$ cat src/rtl/data_mem_ctrl_pkg.sv
// Shared definitions for the word-to-byte data memory controller:
// FSM states, lane count, default RAM address width and lane helpers.
package data_mem_ctrl_pkg;

    localparam int unsigned LANES          = 4;
    localparam int unsigned MEM_ADDR_WIDTH = 17;

    typedef enum logic [1:0] {
        S_IDLE  = 2'd0,
        S_READ  = 2'd1,
        S_WRITE = 2'd2
    } state_t;

    typedef logic [1:0] lane_t;

    function automatic logic [7:0] lane_byte(input logic [31:0] word, input lane_t lane);
        return word[8*lane +: 8];
    endfunction

endpackage

$ cat src/rtl/data_mem_ctrl_if.sv
// Word-wide request/response bus between the load/store buffer (master)
// and the data memory controller (slave).
interface data_mem_ctrl_if;

    logic        req;
    logic        we;
    logic [31:0] addr;
    logic [31:0] wdata;
    logic [3:0]  mask;
    logic        ready;
    logic [31:0] rdata;
    logic        rvalid;

    modport master (
        output req, we, addr, wdata, mask,
        input  ready, rdata, rvalid
    );

    modport slave (
        input  req, we, addr, wdata, mask,
        output ready, rdata, rvalid
    );

endinterface

$ cat src/rtl/data_mem_ctrl_mask_next_lane.sv
// Priority encoder over the remaining store byte-lane mask: lowest set lane
// first, with a flag when no lanes remain.
module data_mem_ctrl_mask_next_lane
    import data_mem_ctrl_pkg::*;
(
    input  logic [3:0] mask,
    output lane_t      lane,
    output logic       none
);

    always_comb begin
        none = (mask == '0);
        lane = '0;
        if (mask[0]) begin
            lane = 2'd0;
        end else if (mask[1]) begin
            lane = 2'd1;
        end else if (mask[2]) begin
            lane = 2'd2;
        end else if (mask[3]) begin
            lane = 2'd3;
        end
    end

endmodule

$ cat src/rtl/data_mem_ctrl.sv
// Responder for word-wide loads/stores, serialised onto a byte-wide
// synchronous RAM port with one cycle of read latency.
module data_mem_ctrl
    import data_mem_ctrl_pkg::*;
#(
    parameter int unsigned ADDR_WIDTH = MEM_ADDR_WIDTH
) (
    input  logic                  clk,
    input  logic                  rst,
    input  logic                  flush,
    data_mem_ctrl_if.slave        mem,
    output logic [ADDR_WIDTH-1:0] ram_addr,
    output logic [7:0]            ram_dout,
    output logic                  ram_wr,
    input  logic [7:0]            ram_din
);

    localparam int unsigned WW = ADDR_WIDTH - 2;

    state_t                state_q, state_n;
    logic                  ready_q, ready_n;
    logic                  rvalid_q, rvalid_n;
    logic [31:0]           rdata_q, rdata_n;
    logic [ADDR_WIDTH-1:0] ram_addr_n;
    logic [7:0]            ram_dout_n;
    logic                  ram_wr_n;
    logic [WW-1:0]         base_q, base_n;
    logic [31:0]           wdata_q, wdata_n;
    logic [3:0]            rem_q, rem_n;
    logic [2:0]            cnt_q, cnt_n;
    logic [23:0]           rbytes_q, rbytes_n;

    logic                  accept;
    logic                  issue_store;
    logic [3:0]            sel_mask;
    logic [WW-1:0]         sel_base;
    logic [31:0]           sel_wdata;
    lane_t                 lane;
    logic                  none_left;
    logic                  unused_addr_bits;

    assign unused_addr_bits = ^{mem.addr[31:ADDR_WIDTH], mem.addr[1:0]};

    assign accept = mem.req && ready_q && !flush;

    // On the accept edge the first lane comes straight from the request, so
    // the first store byte is on the RAM port in the cycle after acceptance.
    assign sel_mask  = (state_q == S_IDLE) ? mem.mask : rem_q;
    assign sel_base  = (state_q == S_IDLE) ? mem.addr[ADDR_WIDTH-1:2] : base_q;
    assign sel_wdata = (state_q == S_IDLE) ? mem.wdata : wdata_q;

    assign issue_store = ((state_q == S_IDLE && accept && mem.we) || state_q == S_WRITE)
                         && !none_left;

    data_mem_ctrl_mask_next_lane u_next_lane (
        .mask (sel_mask),
        .lane (lane),
        .none (none_left)
    );

    always_comb begin
        state_n    = state_q;
        ready_n    = ready_q;
        rvalid_n   = 1'b0;
        rdata_n    = rdata_q;
        ram_addr_n = ram_addr;
        ram_dout_n = ram_dout;
        ram_wr_n   = 1'b0;
        base_n     = base_q;
        wdata_n    = wdata_q;
        rem_n      = rem_q;
        cnt_n      = cnt_q;
        rbytes_n   = rbytes_q;

        case (state_q)
            S_IDLE: begin
                if (accept) begin
                    ready_n = 1'b0;
                    base_n  = mem.addr[ADDR_WIDTH-1:2];
                    wdata_n = mem.wdata;
                    if (mem.we) begin
                        state_n = S_WRITE;
                        rem_n   = '0;
                    end else begin
                        state_n    = S_READ;
                        cnt_n      = '0;
                        ram_addr_n = {mem.addr[ADDR_WIDTH-1:2], 2'b00};
                    end
                end
            end

            S_READ: begin
                if (flush) begin
                    state_n = S_IDLE;
                    ready_n = 1'b1;
                end else begin
                    cnt_n = cnt_q + 3'd1;
                    if (cnt_q < 3'd3) begin
                        ram_addr_n = {base_q, cnt_q[1:0] + 2'd1};
                    end
                    // RAM data trails the address by one cycle, hence the k+1 offset.
                    case (cnt_q)
                        3'd1: rbytes_n[7:0]   = ram_din;
                        3'd2: rbytes_n[15:8]  = ram_din;
                        3'd3: rbytes_n[23:16] = ram_din;
                        3'd4: begin
                            rdata_n  = {ram_din, rbytes_q};
                            rvalid_n = 1'b1;
                            ready_n  = 1'b1;
                            state_n  = S_IDLE;
                        end
                        default: ;
                    endcase
                end
            end

            S_WRITE: begin
                if (none_left) begin
                    state_n = S_IDLE;
                    ready_n = 1'b1;
                end
            end

            default: begin
                state_n = S_IDLE;
                ready_n = 1'b1;
            end
        endcase

        if (issue_store) begin
            ram_wr_n   = 1'b1;
            ram_addr_n = {sel_base, lane};
            ram_dout_n = lane_byte(sel_wdata, lane);
            rem_n      = sel_mask & ~(4'b0001 << lane);
        end
    end

    always_ff @(posedge clk) begin
        if (rst) begin
            state_q  <= S_IDLE;
            ready_q  <= 1'b1;
            rvalid_q <= 1'b0;
            rdata_q  <= '0;
            ram_addr <= '0;
            ram_dout <= '0;
            ram_wr   <= 1'b0;
            base_q   <= '0;
            wdata_q  <= '0;
            rem_q    <= '0;
            cnt_q    <= '0;
            rbytes_q <= '0;
        end else begin
            state_q  <= state_n;
            ready_q  <= ready_n;
            rvalid_q <= rvalid_n;
            rdata_q  <= rdata_n;
            ram_addr <= ram_addr_n;
            ram_dout <= ram_dout_n;
            ram_wr   <= ram_wr_n;
            base_q   <= base_n;
            wdata_q  <= wdata_n;
            rem_q    <= rem_n;
            cnt_q    <= cnt_n;
            rbytes_q <= rbytes_n;
        end
    end

    assign mem.ready  = ready_q;
    assign mem.rvalid = rvalid_q;
    assign mem.rdata  = rdata_q;

endmodule

$ cat src/flat_wrapper.sv
// flat-port wrapper written by rule: the top's interface ports become plain ports
module data_mem_ctrl_flat import data_mem_ctrl_pkg::*;
#(
    parameter int unsigned ADDR_WIDTH = MEM_ADDR_WIDTH
)
  (clk, rst, flush, ram_addr, ram_dout, ram_wr, ram_din, mem_req, mem_we, mem_addr, mem_wdata, mem_mask, mem_ready, mem_rdata, mem_rvalid);
  data_mem_ctrl_if mem_i ();
  input  logic clk;
  input  logic rst;
  input  logic flush;
  output logic [ADDR_WIDTH-1:0] ram_addr;
  output logic [7:0] ram_dout;
  output logic ram_wr;
  input  logic [7:0] ram_din;
  input wire logic [$bits(mem_i.req)-1:0] mem_req;
  input wire logic [$bits(mem_i.we)-1:0] mem_we;
  input wire logic [$bits(mem_i.addr)-1:0] mem_addr;
  input wire logic [$bits(mem_i.wdata)-1:0] mem_wdata;
  input wire logic [$bits(mem_i.mask)-1:0] mem_mask;
  output wire logic [$bits(mem_i.ready)-1:0] mem_ready;
  output wire logic [$bits(mem_i.rdata)-1:0] mem_rdata;
  output wire logic [$bits(mem_i.rvalid)-1:0] mem_rvalid;
  assign mem_i.req = mem_req;
  assign mem_i.we = mem_we;
  assign mem_i.addr = mem_addr;
  assign mem_i.wdata = mem_wdata;
  assign mem_i.mask = mem_mask;
  assign mem_ready = mem_i.ready;
  assign mem_rdata = mem_i.rdata;
  assign mem_rvalid = mem_i.rvalid;
  data_mem_ctrl #(.ADDR_WIDTH(ADDR_WIDTH)) u_core (.clk(clk), .rst(rst), .flush(flush), .mem(mem_i), .ram_addr(ram_addr), .ram_dout(ram_dout), .ram_wr(ram_wr), .ram_din(ram_din));
endmodule
$ cat config.mk
export PLATFORM = sky130hd
export DESIGN_NAME = data_mem_ctrl_flat
export DESIGN_NICKNAME = d
export VERILOG_FILES = /design/src/rtl/data_mem_ctrl_pkg.sv /design/src/rtl/data_mem_ctrl_if.sv /design/src/rtl/data_mem_ctrl_mask_next_lane.sv /design/src/rtl/data_mem_ctrl.sv /design/src/flat_wrapper.sv
export SDC_FILE = /design/constraint.sdc
export NUM_CORES = 1
export LEC_CHECK = 0
export CORE_ASPECT_RATIO = 1.2
export CORE_MARGIN = 4
export CORE_UTILIZATION = 35
export CTS_CLUSTER_DIAMETER = 80
export DETAILED_ROUTE_END_ITERATION = 10
export SLEW_MARGIN = 20
export SYNTH_ARGS = -nofsm -noshare
export SYNTH_HDL_FRONTEND = slang
export SYNTH_HIERARCHICAL = 1
export SYNTH_SLANG_ARGS = --single-unit
$ cat constraint.sdc
create_clock -name clk -period 6.2 [get_ports clk]
set_input_delay 0.62 -clock clk [delete_from_list [all_inputs] [get_ports clk]]
set_output_delay 0.62 -clock clk [all_outputs]
set_load 0.02 [all_outputs]
==> results of run 1 <==
-- metal layers --
metal	share of wire [%]	vias to the layer above	wire length [um]	global-route usage, %
met4	1.7	0	287	6.53
met2	51	149	8470	30.2
met5	0	-	0	0
li1	-	2606	-	-
met1	42	2537	6930	19.3
met3	5.3	20	871	5.01
-- stage by stage --
| step | utilization [%] | std cells | power (W) | cell area [um^2] | setup WS [ps] |
|---|---|---|---|---|---|
| after global routing | 46.6 | 1014 | 0.00233 | 7880 | 2140 |
| after CTS | 46.6 | 1014 | 0.00226 | 7880 | 2350 |
| after global placement | 43.2 | 983 | 0.00127 | 7310 | 2490 |
| final | 46.6 | 1014 | 0.00224 | 7880 | 2410 |
| after floorplan | - | 693 | 0.00115 | 6030 | 3370 |
| after detailed placement | 43.2 | 983 | 0.00128 | 7310 | 2360 |
-- registers in the layout, indices dropped and copies added, names as in the netlist --
register	flops
u_core/rbytes_q	24
u_core/base_q	15
u_core/cnt_q	3
u_core/mem.ready	1
u_core/mem.rvalid	1
u_core/state_q	2
u_core/ram_wr	1
u_core/rem_q	4
u_core/ram_addr	17
u_core/wdata_q	32
u_core/ram_dout	8
u_core/mem.rdata	32
-- power by group --
group / internal, W / switching, W
registers: 0.000935 / 0.0000235
clock network: 0.000619 / 0.000363
logic: 0.000140 / 0.000159
total: 0.00169 / 0.000546
-- critical path, cell delays in order (launching register included) --
cell	delay, ps
dfxtp_1	560
nor2_4	930
mux2_2	380
nor4_2	80
nor2_1	200
o21a_1	840
nor2_2	260
a221o_1	410
-- cell families (layout without fill, tap and decap cells) --
group,count (synthesis),count (layout),synth area share (%)
multiplexers,51,51,11.5
buffers and inverters,66,171,5.19
flip-flops,140,140,46.5
XOR/XNOR,1,1,0.145
adder cells (fa/ha/maj),4,4,0.830
AND/OR/NAND/NOR,257,257,18.4
AO/OA/AOI/OAI,174,174,17.5
-- cells in the final DEF (no fill, tap or decap), types with 3 or more instances in the layout --
cell / instances
mux2_2: 6
o21ai_0: 6
a32oi_1: 8
a21oi_1: 109
clkbuf_1: 4
clkdlybuf4s50_1: 122
a21o_1: 7
clkbuf_8: 3
dfxtp_1: 140
a221o_1: 3
nand2_1: 189
mux2i_1: 31
a221oi_1: 3
inv_1: 10
nor2_1: 15
mux4_2: 14
clkinv_2: 4
buf_4: 7
clkbuf_16: 17
nor2b_1: 4
o21a_1: 4
ha_1: 4
o22ai_1: 4
nor3_1: 7
nand3_1: 27
a211oi_1: 12
o32ai_1: 7
o21bai_1: 3
-- area by class of cell --
type                       instances  share of cell area, %
multi-input combinational        487                   37.1
sequential                       140                   35.6
timing repair buffer             129                   16.2
clock buffer                      24                   6.11
tap                              216                   3.43
clock inverter                     7                   1.13
inverter                          11                  0.524
-- cells in the mapped netlist, drive strengths merged (2+ instances only) --
| master | count | area (um^2) |
|---|---|---|
| a211oi | 14 | 115 |
| a21o | 7 | 52.6 |
| a21oi | 110 | 551 |
| a221o | 3 | 30.0 |
| a221oi | 3 | 26.3 |
| a22oi | 2 | 20.0 |
| a32oi | 8 | 70.1 |
| and4b | 2 | 20.0 |
| buf | 28 | 169 |
| clkbuf | 27 | 103 |
| dfxtp | 140 | 2800 |
| ha | 4 | 50.1 |
| inv | 11 | 41.3 |
| mux2 | 6 | 67.6 |
| mux2i | 31 | 310 |
| mux4 | 14 | 315 |
| nand2 | 189 | 709 |
| nand3 | 27 | 135 |
| nand4b | 2 | 17.5 |
| nor2 | 17 | 73.8 |
| nor2b | 4 | 25.0 |
| nor3 | 7 | 35.0 |
| o21a | 4 | 30.0 |
| o21ai | 6 | 30.0 |
| o21bai | 3 | 22.5 |
| o22ai | 4 | 25.0 |
| o32ai | 7 | 61.3 |
-- how the worst min path moves through the flow --
| stage | end | slack (ps) |
|---|---|---|
| 6_report | u_core/ram_addr[9] | 450 |
| 4_1_cts | u_core/ram_addr[9] | 450 |
| 5_1_grt | u_core/base_q[2] | 470 |
| 2_1_floorplan | u_core/mem.rdata[0] | 430 |
| 3_5_place_dp | u_core/ram_addr[9] | 440 |
| 3_3_place_gp | u_core/ram_addr[5] | 440 |
==> impl_metrics.tcl, run 1 <==
set metrics [dict create \
    status "completed" \
    gp_congestion 0.815 \
    fin_nets 871 \
    yosysSeqAreaShare_pct 46.5 \
    dpl.hpwl_um 11300 \
    synth_top_flop_cell "dfxtp_1" \
    start_util_pct 35.7 \
    synth_seq_cells 140 \
    grt_pass1_vias 5214 \
    setup-tns-final_ps 0 \
    syn_nets 778 \
    cts_buffers 17 \
    die_y_um 152 \
    drive_gt1_share_pct 8.27 \
    fmax_mhz 264 \
    htreeDepth 4 \
    worstMarginPinSlew_ps 1060 \
    critPathLaunchType "flip-flop" \
    wl_per_cell_um 16.3 \
    cts_root_buffer "clkbuf_16" \
    worstPathArrival_ps 4100 \
    max_slew_margin_pct 28.9 \
    worst_hold_slack_ps 447 \
    cp.required_ps 6500 \
    grt_max_degree 79 \
    yosysWarningCount 6 \
    grt_pass1_wl_um 26000 \
    port_buffers 123 \
    maxCapViolCount 0 \
    final.fill_count 1634 \
    area_growth_pct 30.7 \
    clock_path_buffers 2 \
    antenna_found_initial 0 \
    ant_nets 0 \
    dr.pass1.iters 5 \
    synth_cell_types 50 \
    power-per-cell-area_nw_per_um2 284 \
    synthesis.instances 693 \
    multi_input_area_um2 2920 \
    rrSetupSlack_ps 2410 \
    p_leak_nw 2.78 \
    maxSlewViolCount 0 \
    post_cts_buffers 0 \
    first_iter_violations 337 \
    die_area_um2 19400 \
    syn_area_um2 6030 \
    fp.dieW_um 128 \
    num_antenna_cells 0 \
    r2r-end "u_core/ram_addr[16]" \
    totalWireLength_um 16600 \
    dr_total_vias 5312 \
    clkLatencyLatePin_ps 420 \
    ir_drop_uv 171 \
    crit_start "u_core/state_q[1]" \
    seqCellArea_um2 2800 \
    cts_sinks 140 \
    critical_path_class "flip-flop to flip-flop" \
    endpoint "u_core/ram_addr[16]" \
    drc 0 \
    path_max_fanout 31 \
    rsz0062_at_grt "false" \
    whs_path_depth 1 \
    synth-edff-count 0 \
    finalSetupViolations 0 \
    cp-end-kind "flip-flop" \
    avgSynthCellArea_um2 8.70 \
    final.min_clock_period_ps 3790 \
    worstHoldStart "u_core/ram_addr[9]" \
    clk_pin_slew_ps 60 \
    gr-total-overflow 0 \
    rows 52 \
    hold_viol_final 0 \
    async_flop_share_pct 0 \
    design.core.area_um2 16900 \
    cts_hold_buf 0 \
    post_cts_resize_count 0 \
    ios 141 \
    skew_ps 7.28 \
    avgViaCountPerCell 5.24 \
    hold_class "flip-flop to flip-flop" \
    cts_tree "done" \
    grt_use_total_pct 17.0 \
    fin_crit_sh_pct 61.2 \
    reg2regPathDepth 7 \
    rr_startpoint "u_core/state_q[1]" \
]
Power figures use the tool's default switching activity.
==> inputs of run 2 (changes only) <==
==> constraint.sdc (replaced) <==
create_clock -name clk -period 3.31 [get_ports clk]
set_input_delay 0.331 -clock clk [delete_from_list [all_inputs] [get_ports clk]]
set_output_delay 0.331 -clock clk [all_outputs]
set_load 0.02 [all_outputs]
==> run 2 against run 1 <==
  * Power grew 96%
  * Critical path type unchanged
  * Highest routed layer unchanged
  * Sequential cell count is the same
  * Critical endpoint is now u_core/ram_addr[7]
  * Non-clock buffer count grew 9
  * Global-route usage up 0.26 points
  * Combinational power up 93%
  * Routed wire length decreased by 0.34%
==> impl_metrics.tcl, run 2 (synthesis gave the netlist of run 1 again) <==
set metrics [dict create \
    grt_pass1_vias 5197 \
    worst_slack_ps 520 \
    gr-total-overflow 0 \
    totalWireLength_um 16500 \
    antenna_found_initial 0 \
    maxCapViolCount 0 \
    cp.required_ps 3610 \
    ios 141 \
    fmax_mhz 358 \
    rows 52 \
    cts_buffers 17 \
    drive_gt1_share_pct 9.41 \
    hold_class "input pin to flip-flop" \
    crit_path_cell_trace "nor2_4 -> mux2_2 -> nor4_2 -> or3_1 -> o21bai_1 -> inv_1 -> a221o_1" \
    dpl.hpwl_um 11500 \
    maxSlewViolCount 0 \
    clock_path_buffers 2 \
    wl_per_cell_um 16.1 \
    rr_startpoint "u_core/state_q[0]" \
    post_cts_resize_count 0 \
    seqCellArea_um2 2800 \
    fin_crit_sh_pct 84.3 \
    die_area_um2 19400 \
    dr.pass1.iters 4 \
    power-per-cell-area_nw_per_um2 548 \
    final.fill_count 1631 \
    fin_cells 1024 \
    fp.dieW_um 128 \
    htreeDepth 4 \
    multi_input_area_um2 2920 \
    final_common_cell "nand2_1" \
    worstPathArrival_ps 3090 \
    final.min_clock_period_ps 2790 \
    skew_ps 5.86 \
    dr_total_vias 5356 \
    design.core.area_um2 16900 \
    ir_drop_uv 347 \
    max_stage_delay_ps 450 \
    p_leak_nw 2.84 \
    die_y_um 152 \
    start_util_pct 35.7 \
    num_antenna_cells 0 \
    post_cts_buffers 0 \
    gp_congestion 0.861 \
    crit_slowest_cell "dfxtp_1" \
    status "completed" \
    endpoint "u_core/ram_addr[7]" \
    grt_max_degree 83 \
    path_max_fanout 15 \
    setup-tns-final_ps 0 \
    max_slew_margin_pct 42.2 \
    clkLatencyLatePin_ps 420 \
    drc 0 \
    finalSetupViolations 0 \
    cts_root_buffer "clkbuf_16" \
    placed_area_um2 7390 \
    final_cell_mix "189 x nand2_1, 140 x dfxtp_1, 122 x clkdlybuf4s50_1, 109 x a21oi_1, 31 x mux2i_1" \
    critPathLaunchType "flip-flop" \
    crit_start "u_core/state_q[0]" \
    cts_tree "done" \
    worstMarginPinSlew_ps 868 \
    rrSetupSlack_ps 520 \
    cp-end-kind "flip-flop" \
    r2r-end "u_core/ram_addr[7]" \
    fin_nets 880 \
    area_growth_pct 32.9 \
    critical_path_class "flip-flop to flip-flop" \
    first_iter_violations 390 \
    port_buffers 123 \
    hold_viol_final 0 \
    dp_cells 992 \
    rsz0062_at_grt "false" \
    grt_pass1_wl_um 26500 \
    fin_util_pct 47.4 \
    reg2regPathDepth 7 \
    cts_sinks 140 \
    final_area_um2 8020 \
    ant_nets 0 \
    place_ws_ps 529 \
    avgViaCountPerCell 5.23 \
    grt_use_total_pct 17.3 \
    clk_pin_slew_ps 60 \
    cts_hold_buf 0 \
]
## run 2: area by class of cell
class / instances / area share, %
sequential: 140 / 35.0
inverter: 11 / 0.515
tap: 216 / 3.37
timing repair buffer: 138 / 16.9
clock buffer: 22 / 5.79
clock inverter: 10 / 2.03
multi-input combinational: 487 / 36.4
## run 2: through the flow
step	total power (W)	hold slack, ps
CTS	0.00443	135
global placement	0.00239	437
detailed placement	0.00240	438
global route	0.00454	168
finish	0.00439	152
floorplan	0.00216	432
## run 2: how the worst min path moves through the flow
stage / to / from / slack [ps] / cells past startpoint
final: u_core/base_q[14] / rst / 150 / 2
after global routing: u_core/base_q[14] / rst / 170 / 2
after CTS: u_core/base_q[14] / rst / 130 / 2
after detailed placement: u_core/ram_addr[9] / u_core/ram_addr[9] / 440 / 1
after global placement: u_core/ram_addr[5] / u_core/ram_addr[5] / 440 / 1
after floorplan: u_core/mem.rdata[0] / u_core/rbytes_q[0] / 430 / 2
## run 2: routing by layer
| layer | vias to the layer above | wire length [um] | global-route usage [%] |
|---|---|---|---|
| li1 | 2624 | - | - |
| met1 | 2575 | 7100 | 20.5 |
| met2 | 135 | 8280 | 30.2 |
| met3 | 22 | 832 | 4.35 |
| met4 | 0 | 291 | 6.42 |
| met5 | - | 0 | 0 |
## run 2: worst max-delay path: cells and delay by family (launching register included)
| family | cells | cell delay [ps] |
|---|---|---|
| multiplexers | 1 | 420 |
| AO/OA/AOI/OAI | 2 | 640 |
| AND/OR/NAND/NOR | 3 | 1010 |
| buffers and inverters | 1 | 150 |
| flip-flops | 1 | 450 |
## run 2: where the power goes
group	internal [W]	switching (W)	total, W
registers	0.00175	0.0000405	0.00179
logic	0.000272	0.000303	0.000575
clock network	0.00130	0.000721	0.00202
total	0.00332	0.00106	0.00439
==> inputs of run 3 (changes only) <==
==> constraint.sdc (replaced) <==
create_clock -name clk -period 2.9 [get_ports clk]
set_input_delay 0.29 -clock clk [delete_from_list [all_inputs] [get_ports clk]]
set_output_delay 0.29 -clock clk [all_outputs]
set_load 0.02 [all_outputs]
==> run 3 against run 2 <==
  * Core utilization decreased by 0.33 points
  * Fmax increased by 11%
  * Clock skew increased by 1.1 ps
  * Sequential cell count unchanged
  * Final area decreased by 0.69%
  * Critical endpoint is now u_core/ram_addr[6]
  * Highest routed layer unchanged
==> impl_metrics.tcl, run 3 (synthesis gave the netlist of run 1 again) <==
set metrics [dict create \
    status "completed" \
    drive_gt1_share_pct 9.77 \
    die_y_um 152 \
    final_cell_mix "189 x nand2_1, 140 x dfxtp_1, 122 x clkdlybuf4s50_1, 109 x a21oi_1, 31 x mux2i_1" \
    hold_class "input pin to flip-flop" \
    ant_nets 0 \
    worstPathArrival_ps 2840 \
    critical_path_class "flip-flop to flip-flop" \
    placed_area_um2 7380 \
    fin_nets 881 \
    ir_drop_uv 372 \
    htreeDepth 4 \
    power-per-cell-area_nw_per_um2 604 \
    worstMarginPinSlew_ps 638 \
    cp-end-kind "flip-flop" \
    finalPower_w 0.00481 \
    place_ws_ps 286 \
    post_cts_buffers 0 \
    p_sw_w 0.00124 \
    gp_congestion 0.784 \
    final.min_clock_period_ps 2510 \
    skew_ps 6.97 \
    maxSlewViolCount 0 \
    design.core.area_um2 16900 \
    clock_path_buffers 2 \
    dr_total_vias 5405 \
    cts_sinks 140 \
    wl_per_cell_um 16.2 \
    fmax_mhz 398 \
    die_area_um2 19400 \
    final_common_cell "nand2_1" \
    avgViaCountPerCell 5.27 \
    worst_slack_ps 388 \
    comb_power_share_pct 13.6 \
    area_growth_pct 32.0 \
    grt_pass1_vias 5314 \
    clk_pin_slew_ps 60 \
    first_iter_violations 378 \
    post_cts_resize_count 0 \
    totalWireLength_um 16600 \
    power_frac_seq_pct 42.5 \
    setup-tns-final_ps 0 \
    dr.pass1.iters 5 \
    fin_util_pct 47.1 \
    cts_root_buffer "clkbuf_16" \
    internal-power_w 0.00357 \
    fin_crit_sh_pct 86.6 \
    maxCapViolCount 0 \
    port_buffers 123 \
    antenna_found_initial 1 \
    max_slew_margin_pct 57.4 \
    start_util_pct 35.7 \
    grt_use_total_pct 17.1 \
    gr-total-overflow 0 \
    ios 141 \
    final_area_um2 7960 \
    dpl.hpwl_um 11500 \
    drc 0 \
    finalSetupViolations 0 \
    hold_viol_final 0 \
    cts_buffers 17 \
    rsz0062_at_grt "false" \
    grt_max_degree 56 \
    switching_share_pct 25.7 \
    cp.required_ps 3230 \
    clkLatencyLatePin_ps 420 \
    critPathLaunchType "flip-flop" \
    path_max_fanout 9 \
    fp.dieW_um 128 \
    rows 52 \
    clkPwrFrac_pct 43.9 \
    grt_pass1_wl_um 26300 \
    p_leak_nw 2.82 \
    cts_tree "done" \
    cts_hold_buf 0 \
]
run 3: cell types whose count changed in the layout (fill, tap and decap cells not counted), sizes merged:
cell | before | now
clkbuf | 22 | 18
inv | 12 | 13
buf | 16 | 17
diode | 0 | 1
clkinv | 3 | 7
clkinvlp | 2 | 3
bufinv | 4 | 2
run 3: worst paths after layout:
check	depth (start not counted)	slack (ps)	start	endpoint
max	7	390	u_core/state_q[1]	u_core/ram_addr[6]
min	2	360	rst	u_core/mem.rvalid
max reg2reg	7	390	u_core/state_q[1]	u_core/ram_addr[6]
min reg2reg	2	450	u_core/wdata_q[10]	u_core/wdata_q[10]
run 3: worst max-delay path, cell delays in order (launching register included):
cell and delay [ps]:
dfxtp_1 330, nor2_4 270, mux2_2 440, nor4_2 360
nor2_1 140, o21ai_0 240, nand2_1 330, a211oi_1 300
run 3: final cells by class:
cell class                 instances  area, um^2
antenna                            1        2.50
inverter                          11        41.3
clock buffer                      18         429
tap                              216         270
clock inverter                    14         145
multi-input combinational        487        2920
sequential                       140        2800
timing repair buffer             139        1350
fill                            1676        8960
run 3: stage by stage:
step	hold slack (ps)	cells
finish	361	1026
global route	383	1026
CTS	341	1025
detailed placement	445	993
global placement	438	993
floorplan	426	693
run 3: power by group through the flow:
stage | Clock [W] | Combinational [W] | Sequential [W]
after floorplan | 0 | 0.000354 | 0.00211
after global placement | 0 | 0.000639 | 0.00208
after detailed placement | 0 | 0.000656 | 0.00208
after CTS | 0.00216 | 0.000658 | 0.00204
after global routing | 0.00225 | 0.000706 | 0.00205
final | 0.00211 | 0.000656 | 0.00204
run 3: routing by layer:
layer	part of all wire [%]	GRT usage, %
met2	52	30.7
met1	41	19.6
met3	4.9	3.72
met5	0	0
met4	1.8	6.90
